### src/rtl/dist_rom_stream_if.sv
// Valid/ready word stream with an end-of-command marker.
interface dist_rom_stream_if #(
    parameter int WORD_WIDTH = 16
);
    logic [WORD_WIDTH-1:0] m_data;
    logic                  m_valid;
    logic                  m_ready;
    logic                  m_last;

    modport master (
        output m_data,
        output m_valid,
        output m_last,
        input  m_ready
    );

    modport slave (
        input  m_data,
        input  m_valid,
        input  m_last,
        output m_ready
    );
endinterface

### src/rtl/dist_rom_stream_m.sv
// Address sequencer + 2-entry output buffer for a distributed ROM.
// Optional repeat-pass support via `DIST_ROM_STREAM_LOOP_EN.
module dist_rom_stream_m #(
    parameter int ADDR_WIDTH  = 6,
    parameter int WORD_WIDTH  = 16,
    parameter int LEN_WIDTH   = ADDR_WIDTH + 1,
    parameter int ROM_LATENCY = 1
) (
    input  logic                  clk,
    input  logic                  rst,
    input  logic                  start,
    input  logic [ADDR_WIDTH-1:0] base_addr,
    input  logic [LEN_WIDTH-1:0]  len,
`ifdef DIST_ROM_STREAM_LOOP_EN
    input  logic                  loop,
`endif
    output logic                  busy,
    output logic                  done,
    output logic [ADDR_WIDTH-1:0] rom_addr,
    input  logic [WORD_WIDTH-1:0] rom_data,
    dist_rom_stream_if.master     m
);

    localparam logic [1:0] S_IDLE  = 2'd0;
    localparam logic [1:0] S_RUN   = 2'd1;
    localparam logic [1:0] S_DRAIN = 2'd2;
    localparam logic [1:0] S_DONE  = 2'd3;

    logic [1:0]            state;
    logic [ADDR_WIDTH-1:0] base_q;
    logic [LEN_WIDTH-1:0]  len_q;
    logic [LEN_WIDTH-1:0]  remaining;

    logic                  tail_valid;
    logic                  tail_last;
    logic [WORD_WIDTH-1:0] tail_data;

    logic                  in_flight;
    logic                  push;
    logic                  push_last;
    logic [WORD_WIDTH-1:0] push_data;

    logic [1:0] occ;
    logic [1:0] pend;
    logic       pop;
    logic       issue;
    logic       issue_last;
    logic       loop_now;
    logic       reload;

    assign busy = (state != S_IDLE);
    assign done = (state == S_DONE);

    assign occ  = {1'b0, m.m_valid} + {1'b0, tail_valid};
    assign pop  = m.m_valid & m.m_ready;
    // Words that will occupy the buffer next cycle before any new issue
    assign pend = occ + {1'b0, in_flight} - {1'b0, pop};

    assign issue = (state == S_RUN) &&
                   (remaining != '0) &&
                   (pend < 2'd2);
    assign issue_last = issue && (remaining == LEN_WIDTH'(1));

`ifdef DIST_ROM_STREAM_LOOP_EN
    assign loop_now = loop;
`else
    assign loop_now = 1'b0;
`endif
    assign reload = issue_last & loop_now;

    if (ROM_LATENCY == 0) begin : g_lat0
        assign in_flight = 1'b0;
        assign push      = issue;
        assign push_last = issue_last;
        assign push_data = rom_data;
    end else if (ROM_LATENCY == 1) begin : g_lat1
        logic fl_q;
        logic fl_last_q;
        always_ff @(posedge clk) begin
            if (rst) begin
                fl_q      <= 1'b0;
                fl_last_q <= 1'b0;
            end else begin
                fl_q      <= issue;
                fl_last_q <= issue_last;
            end
        end
        assign in_flight = fl_q;
        assign push      = fl_q;
        assign push_last = fl_last_q;
        assign push_data = rom_data;
    end else begin : g_bad_latency
        $error("dist_rom_stream_m: ROM_LATENCY must be 0 or 1");
        assign in_flight = 1'b0;
        assign push      = 1'b0;
        assign push_last = 1'b0;
        assign push_data = '0;
    end

    always_ff @(posedge clk) begin
        if (rst) begin
            state     <= S_IDLE;
            base_q    <= '0;
            len_q     <= '0;
            remaining <= '0;
            rom_addr  <= '0;
        end else begin
            case (state)
                S_IDLE: begin
                    if (start) begin
                        base_q    <= base_addr;
                        len_q     <= len;
                        remaining <= len;
                        rom_addr  <= base_addr;
                        // Empty command drains trivially, giving done in cycle 2
                        state     <= (len == '0) ? S_DRAIN : S_RUN;
                    end
                end
                S_RUN: begin
                    if (issue) begin
                        if (reload) begin
                            rom_addr  <= base_q;
                            remaining <= len_q;
                        end else begin
                            rom_addr  <= rom_addr + ADDR_WIDTH'(1);
                            remaining <= remaining - LEN_WIDTH'(1);
                        end
                        if (issue_last && !reload) state <= S_DRAIN;
                    end
                end
                S_DRAIN: begin
                    if (pend == 2'd0) state <= S_DONE;
                end
                default: state <= S_IDLE;
            endcase
        end
    end

    always_ff @(posedge clk) begin
        if (rst) begin
            m.m_valid  <= 1'b0;
            m.m_data   <= '0;
            m.m_last   <= 1'b0;
            tail_valid <= 1'b0;
            tail_data  <= '0;
            tail_last  <= 1'b0;
        end else if (!m.m_valid || pop) begin
            if (tail_valid) begin
                m.m_valid  <= 1'b1;
                m.m_data   <= tail_data;
                m.m_last   <= tail_last;
                tail_valid <= push;
                if (push) begin
                    tail_data <= push_data;
                    tail_last <= push_last;
                end
            end else begin
                m.m_valid <= push;
                m.m_last  <= push & push_last;
                if (push) m.m_data <= push_data;
            end
        end else if (push) begin
            tail_valid <= 1'b1;
            tail_data  <= push_data;
            tail_last  <= push_last;
        end
    end

endmodule
### src/flat_wrapper.sv
// flat-port wrapper written by rule: the top's interface ports become plain ports
module dist_rom_stream_m_flat 
#(
    parameter int ADDR_WIDTH  = 6,
    parameter int WORD_WIDTH  = 16,
    parameter int LEN_WIDTH   = ADDR_WIDTH + 1,
    parameter int ROM_LATENCY = 1
)
  (clk, rst, start, base_addr, len, busy, done, rom_addr, rom_data, m_m_data, m_m_valid, m_m_last, m_m_ready);
  dist_rom_stream_if #(.WORD_WIDTH(WORD_WIDTH)) m_i ();
  input  logic clk;
  input  logic rst;
  input  logic start;
  input  logic [ADDR_WIDTH-1:0] base_addr;
  input  logic [LEN_WIDTH-1:0] len;
  output logic busy;
  output logic done;
  output logic [ADDR_WIDTH-1:0] rom_addr;
  input  logic [WORD_WIDTH-1:0] rom_data;
  output wire logic [$bits(m_i.m_data)-1:0] m_m_data;
  output wire logic [$bits(m_i.m_valid)-1:0] m_m_valid;
  output wire logic [$bits(m_i.m_last)-1:0] m_m_last;
  input wire logic [$bits(m_i.m_ready)-1:0] m_m_ready;
  assign m_m_data = m_i.m_data;
  assign m_m_valid = m_i.m_valid;
  assign m_m_last = m_i.m_last;
  assign m_i.m_ready = m_m_ready;
  dist_rom_stream_m #(.ADDR_WIDTH(ADDR_WIDTH), .WORD_WIDTH(WORD_WIDTH), .LEN_WIDTH(LEN_WIDTH), .ROM_LATENCY(ROM_LATENCY)) u_core (.clk(clk), .rst(rst), .start(start), .base_addr(base_addr), .len(len), .busy(busy), .done(done), .rom_addr(rom_addr), .rom_data(rom_data), .m(m_i));
endmodule
### config.mk
export PLATFORM = sky130hd
export DESIGN_NAME = dist_rom_stream_m_flat
export DESIGN_NICKNAME = d
export VERILOG_FILES = /design/src/rtl/dist_rom_stream_if.sv /design/src/rtl/dist_rom_stream_m.sv /design/src/flat_wrapper.sv
export SDC_FILE = /design/constraint.sdc
export NUM_CORES = 1
export LEC_CHECK = 0
export ABC_AREA = 1
export BUFFER_PORTS_ARGS = -buffer_cell sky130_fd_sc_hd__buf_2
export CORE_UTILIZATION = 50
export CTS_BUF_LIST = sky130_fd_sc_hd__clkbuf_4 sky130_fd_sc_hd__clkbuf_8
export DETAILED_ROUTE_END_ITERATION = 12
export PLACE_DENSITY = 0.77
export SLEW_MARGIN = 20
export SYNTH_ARGS = -nofsm -noshare
export SYNTH_HDL_FRONTEND = slang
export SYNTH_SLANG_ARGS = --single-unit
### constraint.sdc
create_clock -name clk -period 2.42 [get_ports clk]
set_input_delay 0.242 -clock clk [delete_from_list [all_inputs] [get_ports clk]]
set_output_delay 0.242 -clock clk [all_outputs]
set_load 0.005 [all_outputs]
Yosys cells after proc, flatten, opt, wreduce, memory -nomap -nowiden
Cells that the tools add are included.
{"block": "totals", "ff_bits": 53, "latchBits": 0, "mem_bits_rw": 0, "romBits": 0, "input_bits": 33, "out_inout_bits": 26, "wordCells": 69, "memories": 0}
{"block": "op_classes", "add_sub_neg": 5, "n_mul": 0, "n_div": 0, "n_lt_le_gt_ge": 1, "eq_ne": 9, "shifts": 0, "n_mux": 25, "bitwise_logic": 2, "n_reduce_logical": 16}
{"cell": "16-bit two-way mux", "n": 5}
{"cell": "7-bit two-way mux", "n": 2}
{"cell": "7-bit one-hot mux with 2 select lines", "n": 1}
{"cell": "6-bit two-way mux", "n": 2}
{"cell": "6-bit one-hot mux with 2 select lines", "n": 1}
{"cell": "2-bit two-way mux", "n": 5}
{"cell": "1-bit two-way mux", "n": 8}
{"cell": "2-bit by 1-bit inequality test with 1-bit output, second input constant", "n": 4}
{"cell": "2-bit nonzero test", "n": 4}
{"cell": "7-bit by 1-bit == test with 1-bit output, second input constant", "n": 1}
{"cell": "7-bit logical NOT", "n": 1}
{"cell": "7-bit nonzero test", "n": 1}
{"cell": "7-bit by 1-bit subtractor with 7-bit output, second input constant", "n": 1}
{"cell": "6-bit by 1-bit adder with 6-bit output, second input constant", "n": 1}
{"cell": "2-bit one-hot mux with 3 select lines", "n": 1}
{"cell": "2-bit == test, second input constant", "n": 2}
{"cell": "2-bit logical NOT", "n": 2}
{"cell": "4-bit AND reduction", "n": 1}
{"cell": "1-bit logical AND", "n": 3}
{"cell": "3-bit AND reduction", "n": 1}
{"cell": "1-bit by 1-bit adder with 2-bit output", "n": 1}
{"cell": "2-bit by 1-bit adder with 2-bit output", "n": 1}
{"cell": "1-bit bitwise AND", "n": 2}
{"cell": "2-bit by 1-bit == test with 1-bit output, second input constant", "n": 1}
{"cell": "6 further kinds", "n": 6}

Longest topological paths before layout
Gate-level depths: netlist of run 1.
{"block": "depth", "depth_word": 9, "depth_mapped": 16, "ltp_nobuf": 15}

Worst setup path after synthesis of run 1
OpenSTA, ideal clock, no wires.
{"block": "synth_path", "path_kind": "register to register", "startpoint": "register u_core.tail_valid", "endpoint": "register u_core.rom_addr[1]", "setup_ps": 113, "arrival_time_ps": 2092, "required_time_ps": 2307, "setup_slack_ps": 215, "stages_incl_launch_ff": 16, "n_path_buf": 3, "period_less_slack_ps": 2205, "cell_sequence": "dfxtp_1 > inv_1 > buf_2 > buf_2 > ha_1 > inv_1 > fa_1 > nand2_1 > nand2_1 > nor2_2 > nand2_4 > nand2_4 > nand2_4 > buf_12 > o21ai_1 > nor2_1"}
{"block": "synth_between", "elab_chain_cells": 7}
{"item": "from (decl)", "line_no": "dist_rom_stream_m.sv:34", "source": "logic tail_valid;"}
{"item": "from (signal assigned)", "line_no": "dist_rom_stream_m.sv:152", "source": "tail_valid <= push;"}
{"item": "1-bit by 1-bit adder with 2-bit output", "line_no": "dist_rom_stream_m.sv:54", "source": "assign occ = {1'b0, m.m_valid} + {1'b0, tail_valid};"}
{"item": "2-bit by 1-bit adder with 2-bit output", "line_no": "dist_rom_stream_m.sv:57", "source": "assign pend = occ + {1'b0, in_flight} - {1'b0, pop};"}
{"item": "2-bit by 1-bit subtractor with 2-bit output", "line_no": "dist_rom_stream_m.sv:57"}
{"item": "2-bit less-than comparator", "line_no": "dist_rom_stream_m.sv:61", "source": "(pend < 2'd2);"}
{"item": "1-bit logical AND", "line_no": "dist_rom_stream_m.sv:60", "source": "(remaining != '0) &&"}
{"item": "2-bit by 1-bit inequality test with 1-bit output (no source line)"}
{"item": "3-bit AND reduction (no source line)"}
{"item": "to (signal assigned)", "line_no": "dist_rom_stream_m.sv:114", "source": "rom_addr <= base_addr;"}
{"item": "to (signal assigned)", "line_no": "dist_rom_stream_m.sv:122", "source": "rom_addr <= base_q;"}
{"item": "to (signal assigned)", "line_no": "dist_rom_stream_m.sv:125", "source": "rom_addr <= rom_addr + ADDR_WIDTH'(1);"}
{"item": "to (decl)", "line_no": "dist_rom_stream_m.sv:19", "source": "output logic [ADDR_WIDTH-1:0] rom_addr,"}
No other way between the ends.
A chain may end at the register's enable or synchronous reset.

Worst setup path in the final report of run 1
{"block": "layout_path", "startpoint": "register u_core.m.m_valid", "endpoint": "register u_core.rom_addr[3]"}
{"block": "layout_between", "elab_chain_cells": 7, "word_cells_on_any_way": 8, "cone_classes": "3 x add/sub; 1 x order compare; 1 x eq/ne; 1 x bitwise; 2 x reduce/logical"}
{"item": "from (decl)", "line_no": "dist_rom_stream_if.sv:12", "source": "output m_valid,"}
{"item": "from (signal assigned)", "line_no": "dist_rom_stream_m.sv:158", "source": "m.m_valid <= push;"}
{"item": "1-bit by 1-bit adder with 2-bit output", "line_no": "dist_rom_stream_m.sv:54"}
{"item": "2-bit by 1-bit adder with 2-bit output", "line_no": "dist_rom_stream_m.sv:57"}
{"item": "2-bit by 1-bit subtractor with 2-bit output *", "line_no": "dist_rom_stream_m.sv:57"}
{"item": "2-bit less-than comparator *", "line_no": "dist_rom_stream_m.sv:61"}
{"item": "1-bit logical AND *", "line_no": "dist_rom_stream_m.sv:60"}
{"item": "2-bit by 1-bit inequality test with 1-bit output (no source line) *"}
{"item": "3-bit AND reduction (no source line) *"}
Mark *: on every way between the ends. The rest lies on a longest branch, timed or not.

==> run metrics, run 1 <==
hold-fix buffers at CTS=0; most common flop cell mapped by yosys=dfxtp_1; synth unique cells=31; Initial Util=51.8%; Die Ht=74.8 um; GRT Total Usage=21.8%; Synth Register Bits=53; core footprint=5110 sq um; Lkg Pwr=1.43 nW; fin crit share=89.0%; asr flop ratio synth=0%; layout cell share with drive strength beyond 1=23.2%; CTS tree=yes; critical path, cell by cell=nand2_1 -> inv_1 -> ha_1 -> inv_1 -> fa_1 -> nand2_1 -> nand2_1 -> nor2_2 -> nand2_4 -> a21oi_4 -> nand2_1 -> a21oi_2; largest net degree at the start of global routing=35; antenna fix cells=0; unrepaired setup endpoints after global routing=no; Comb pwr share=42.9%; Worst Setup End Kind=flop; Clk network pwr share=16.8%; Slew @ Worst Pin=0.350 ns; Final min period=2.15 ns; reg-to-reg critical path startpoint=u_core.m.m_valid; skew final=0.00546 ns; leading area contributor after synthesis=dfxtp_1; drt first-iter violations=108; htree depth=2; cell mode on critical path=nand2_1; Slew Viols, Final=0; run status=finished, final reports clean; crit start category=flop; Total Neg Setup Slack=0 ns; TritonCTS buffer count=5; Critical Path Fanout Max=13; top cells by area, synth=dfxtp_1, nand2_1, o21ai_0, nor2_1, ha_1; Clock Pin Slew Worst Setup and Hold Paths=0.10 ns; CTS sink cnt=53; slew margin rel.=76.6%; CP arrival=2.40 ns; first-pass GRT wire length=9370 um; Ports=59; placer congestion estimate=0.787; hold wc startpoint=rom_data[3]; register area share after synthesis=40.1%; CP max stage cell=fa_1; Crit Path Class=flop to flop; antenna viol nets, final=0; Setup WS post-layout=0.267 ns; routed vias=2477; area fraction of the dominant cell type after synthesis=40.1%; die area=5590 sq um; Hold Path Class=input pin to flop; die width=74.8 um; max-cap viol count=0; # setup viols final=0; total gr overflow=0; PortBufs=58; FMAX=0.464 GHz; residual DRC count=0; initial antenna violation count=0; vias in the first global route=2241; max incr delay on CP=0.38 ns; num rows=26; Nets=469; count leader, synth=nand2_1; Post-synth EDFFs=0; final hold vios=0; sequential share of power=40.3%; Area Growth Syn to Fin=15.8%; Mapped Avg Cell Area=7.13 sq um; Mapped Cells=371; Via density=4.99; Ys Warns=0; NetSw=1.23 mW; Root Buffer=clkbuf_8; post-place setup slack=0.252 ns; internal power=1.77 mW; hpwl dp=3850 um; worst vdd ir=0.655 mV; Synth Cell Area=2650 sq um; Gates resized, CTS repair=0; Critical Path Source=u_core.m.m_valid; DR WL/cell=11.2 um; synth cell count leaders=nand2_1, nor2_1, dfxtp_1; power density cells=979 nW/um^2; Skew-Pair Late Insertion Delay=0.30 ns; # Post-CTS Setup Buffers=0; CTS Buffer Depth=2; Sw Ratio=41.0%; Worst Path Required=2.67 ns; final wirelength=5570 um; Syn Nets=415; DRT Pass-1 Iters=4
[power by group through the flow]
| stage | sequential, mW | combinational (mW) | clock [mW] |
|---|---|---|---|
| 3_3_place_gp | 1.22 | 1.24 | 0 |
| 5_1_grt | 1.24 | 1.48 | 0.561 |
| 6_report | 1.21 | 1.29 | 0.505 |
| 4_1_cts | 1.21 | 1.29 | 0.520 |
| 3_5_place_dp | 1.23 | 1.28 | 0 |
| 2_1_floorplan | 1.21 | 1.02 | 0 |
[worst paths after layout]
check	endpoint	slack, ns	cells past startpoint
setup reg to reg	u_core.rom_addr[3]	0.27	12
hold reg to reg	u_core.tail_last	0.47	2
setup / recovery	u_core.rom_addr[3]	0.27	12
hold / removal	u_core.tail_data[3]	0.19	3
[per-layer routing]
| layer | vias to the layer above | part of all wire, % | wire length (um) | global-route usage [%] |
|---|---|---|---|---|
| li1 | 1306 | - | - | - |
| met1 | 1116 | 48 | 2660 | 25.5 |
| met2 | 50 | 47 | 2630 | 39.2 |
| met3 | 5 | 3.7 | 206 | 4.55 |
| met4 | 0 | 1.3 | 72 | 7.76 |
| met5 | - | 0 | 0 | 0 |
[layout by cell type (no fill, tap or decap), types with 2 or more instances in the layout]
cell,netlist,final
nor2_1,60,60
dfxtp_1,53,53
o21ai_0,48,48
nand2_4,3,3
nor3_1,2,2
nand2_2,3,3
a21oi_2,7,7
nor2_2,4,4
inv_2,4,4
inv_1,23,23
nand3_1,12,12
a31oi_1,18,18
a21oi_1,5,5
clkbuf_8,0,5
o21ai_1,2,2
ha_1,10,10
buf_4,1,7
or2_2,2,2
nand2_1,89,89
buf_2,6,58
[cells by family after synthesis]
family / count (synthesis) / share of synthesized area, %
AND/OR/NAND/NOR: 178 / 28.1
AO/OA/AOI/OAI: 82 / 17.9
XOR/XNOR: 2 / 0.662
adder cells (fa/ha/maj): 11 / 5.48
buffers and inverters: 45 / 7.71
flip-flops: 53 / 40.1
[per-stage QoR]
stage / cells / total power [mW] / util, % / instance area (sq um) / hold slack (ns)
3_5_place_dp: 488 / 2.51 / 58.2 / 2970 / 0.459
4_1_cts: 496 / 3.02 / 60.0 / 3060 / 0.188
6_report: 496 / 3.00 / 60.0 / 3060 / 0.193
2_1_floorplan: 371 / 2.23 / - / 2650 / 0.320
3_3_place_gp: 488 / 2.46 / 58.2 / 2970 / 0.450
5_1_grt: 496 / 3.28 / 60.0 / 3060 / 0.192
[registers in the layout, summed over array words and instances (netlist names)]
| name | cells |
|---|---|
| u_core.m.m_data | 16 |
| u_core.tail_data | 16 |
| u_core.remaining | 7 |
| u_core.rom_addr | 6 |
| u_core.state | 2 |
| u_core.g_lat1.fl_last_q | 1 |
| u_core.g_lat1.fl_q | 1 |
| u_core.m.m_last | 1 |
| u_core.m.m_valid | 1 |
| u_core.tail_last | 1 |
| u_core.tail_valid | 1 |
[layout make-up]
type                            instances  area [sq um]
Clock buffer                            5          68.8
Clock inverter                          3          21.3
Fill cell                             500          2040
Inverter                               27           101
Multi-Input combinational cell        273          1380
Sequential cell                        53          1060
Tap cell                               70          87.6
Timing Repair Buffer                   65           343
[critical path, delay by kind of cell, from the launching register on]
family,cells,cell delay (ns)
compound gates,2,0.45
fa+ha+maj,2,0.63
buf+inv,2,0.08
flops,1,0.35
simple gates,6,0.56
Note: power is estimated with default switching activity, not from simulation.
==> run 2: changes to the inputs <==
--- a/config.mk
+++ b/config.mk
@@ -7,11 +7,12 @@
 export LEC_CHECK = 0
 export ABC_AREA = 1
 export BUFFER_PORTS_ARGS = -buffer_cell sky130_fd_sc_hd__buf_2
-export CORE_UTILIZATION = 50
+export CORE_UTILIZATION = 55
 export CTS_BUF_LIST = sky130_fd_sc_hd__clkbuf_4 sky130_fd_sc_hd__clkbuf_8
 export DETAILED_ROUTE_END_ITERATION = 12
-export PLACE_DENSITY = 0.77
+export PLACE_DENSITY = 0.83
 export SLEW_MARGIN = 20
 export SYNTH_ARGS = -nofsm -noshare
 export SYNTH_HDL_FRONTEND = slang
 export SYNTH_SLANG_ARGS = --single-unit
+export TNS_END_PERCENT = 10
==> run 2 against run 1 <==
Against the previous run:
- the run now ends with design-rule violations left
- fmax shrank 1.1%
- register-to-register slack lost 0.02 ns
- first-iteration DRC count grew 56%
- core utilization grew 8.2 points
- count of clock-buffer cells in the layout is the same
- final cell count shrank 3.4%
- via count grew 1.1%
- largest power group unchanged
==> run metrics, run 2 (synthesis results as in run 1) <==
run status=finished, violations left; violated checks=design-rule violations; Lkg Pwr=1.43 nW; CP max stage cell=fa_1; fin crit share=90.0%; WHS Path Cells=3; antenna fix cells=0; Skew-Pair Late Insertion Delay=0.31 ns; drt first-iter violations=168; Crit Path Class=flop to flop; DRT Pass-1 Iters=9; Gates resized, CTS repair=0; residual DRC count=3; Final min period=2.18 ns; Die Ht=71.4 um; CTS Buffer Depth=2; Worst Path Required=2.66 ns; largest net degree at the start of global routing=33; slew margin rel.=60.3%; Hold Path Class=input pin to flop; non-filler cells, final=479; max-cap viol count=0; Clock Pin Slew Worst Setup and Hold Paths=0.11 ns; die width=71.4 um; Area after DPL=2960 sq um; routed vias=2504; max incr delay on CP=0.37 ns; Register-to-Register Path Depth=12; Buf+Inv Stages, Crit Path=2; placed insts=471; Total Neg Setup Slack=0 ns; hpwl dp=3810 um; reg-to-reg critical path startpoint=u_core.m.m_valid; CTS sink cnt=53; Sw Ratio=41.0%; Root Buffer=clkbuf_8; worst hold-check slack=0.185 ns; skew final=0.0100 ns; internal power=1.77 mW; Worst Setup End Kind=flop; initial antenna violation count=0; total gr overflow=0; wl on met1=2550 um; DR WL/cell=11.5 um; Via density=5.23; power density cells=986 nW/um^2; Area Growth Syn to Fin=15.4%; Comb pwr share=42.5%; commonest non-fill, non-tap cells in the layout=nand2_1, nor2_1, buf_2, dfxtp_1, o21ai_0; core footprint=4470 sq um; CP arrival=2.42 ns; sequential share of power=40.2%; crit start category=flop; FMAX=0.459 GHz; Clk network pwr share=17.4%; most common cell after layout, fill and taps aside=nand2_1; Slew Viols, Final=0; critical path, cell by cell=nand2_1 -> inv_1 -> ha_1 -> inv_1 -> fa_1 -> nand2_1 -> nand2_1 -> nor2_2 -> nand2_4 -> a21oi_4 -> o21ai_0 -> nor2_1; PortBufs=58; antenna viol nets, final=0; first-pass GRT wire length=9400 um; FF-to-FF End=u_core.remaining[3]; num rows=24; Nets=470; GRT Total Usage=23.2%; metal2 WL=2640 um; htree depth=2; hold-fix buffers at CTS=0; top flop regs=u_core.m.m_data x16, u_core.tail_data x16, u_core.remaining x7; final wirelength=5530 um; die area=5090 sq um; unrepaired setup endpoints after global routing=no; final hold vios=0; worst vdd ir=0.736 mV; metal3 WL=266 um; vias in the first global route=2192; CTS tree=yes; max layer used=met4; fillers=405; reg2reg setup slack=0.24 ns; # Post-CTS Setup Buffers=0; Critical Path Fanout Max=13; NetSw=1.23 mW; # setup viols final=0; Hold Path End=u_core.tail_data[1]; TritonCTS buffer count=5; Initial Util=59.1%; fin area=3050 sq um; Slew @ Worst Pin=0.594 ns; delay-heaviest family, CP=adder cells; Ports=59; layout cell share with drive strength beyond 1=23.4%; placer congestion estimate=0.814; hold wc startpoint=rom_data[1]; cell mode on critical path=nand2_1
## run 2: cell count changes in the layout (fill, tap and decap cells not counted)
cell      change
clkinv_4      +1
clkinv_2      -1
buf_4         +1
## run 2: metrics by stage
stage	utilization [%]	setup slack (ns)	power, mW
after floorplan	-	0.215	2.23
after global placement	66.1	0.323	2.46
after detailed placement	66.1	0.270	2.50
after CTS	68.2	0.221	3.03
after global routing	68.2	0.0775	3.26
final	68.2	0.242	3.01
## run 2: area by class of cell
class | instances | area, sq um | share of cell area [%]
Inverter | 27 | 101 | 3.32
Timing Repair Buffer | 66 | 350 | 11.5
Clock inverter | 3 | 25.0 | 0.820
Sequential cell | 53 | 1060 | 34.8
Clock buffer | 5 | 68.8 | 2.25
Tap cell | 52 | 65.1 | 2.13
Multi-Input combinational cell | 273 | 1380 | 45.2
## run 2: worst max-delay path by stage
stage	start	cells past startpoint	end
after floorplan	u_core.tail_valid	15	u_core.rom_addr[1]
after global placement	m_m_ready	13	u_core.remaining[4]
after detailed placement	m_m_ready	13	u_core.remaining[2]
after CTS	u_core.m.m_valid	12	u_core.remaining[3]
after global routing	u_core.m.m_valid	12	u_core.remaining[3]
final	u_core.m.m_valid	12	u_core.remaining[3]
## run 2: tightest hold or removal path, stage by stage
cell,delay [ns]
buf_2,0.09
o21ai_0,0.07
nor2_1,0.07
## run 2: layer usage
layer | track usage (%) | up-vias
met5 | 0 | -
met4 | 7.78 | 0
met3 | 4.92 | 9
met2 | 41.8 | 73
met1 | 27.4 | 1111
li1 | - | 1311
## run 2: power groups by stage
stage	Clock, mW	Sequential, mW	Combinational [mW]
final	0.522	1.21	1.28
after global routing	0.570	1.23	1.46
after CTS	0.534	1.21	1.28
after detailed placement	0	1.22	1.27
after global placement	0	1.22	1.24
after floorplan	0	1.21	1.02
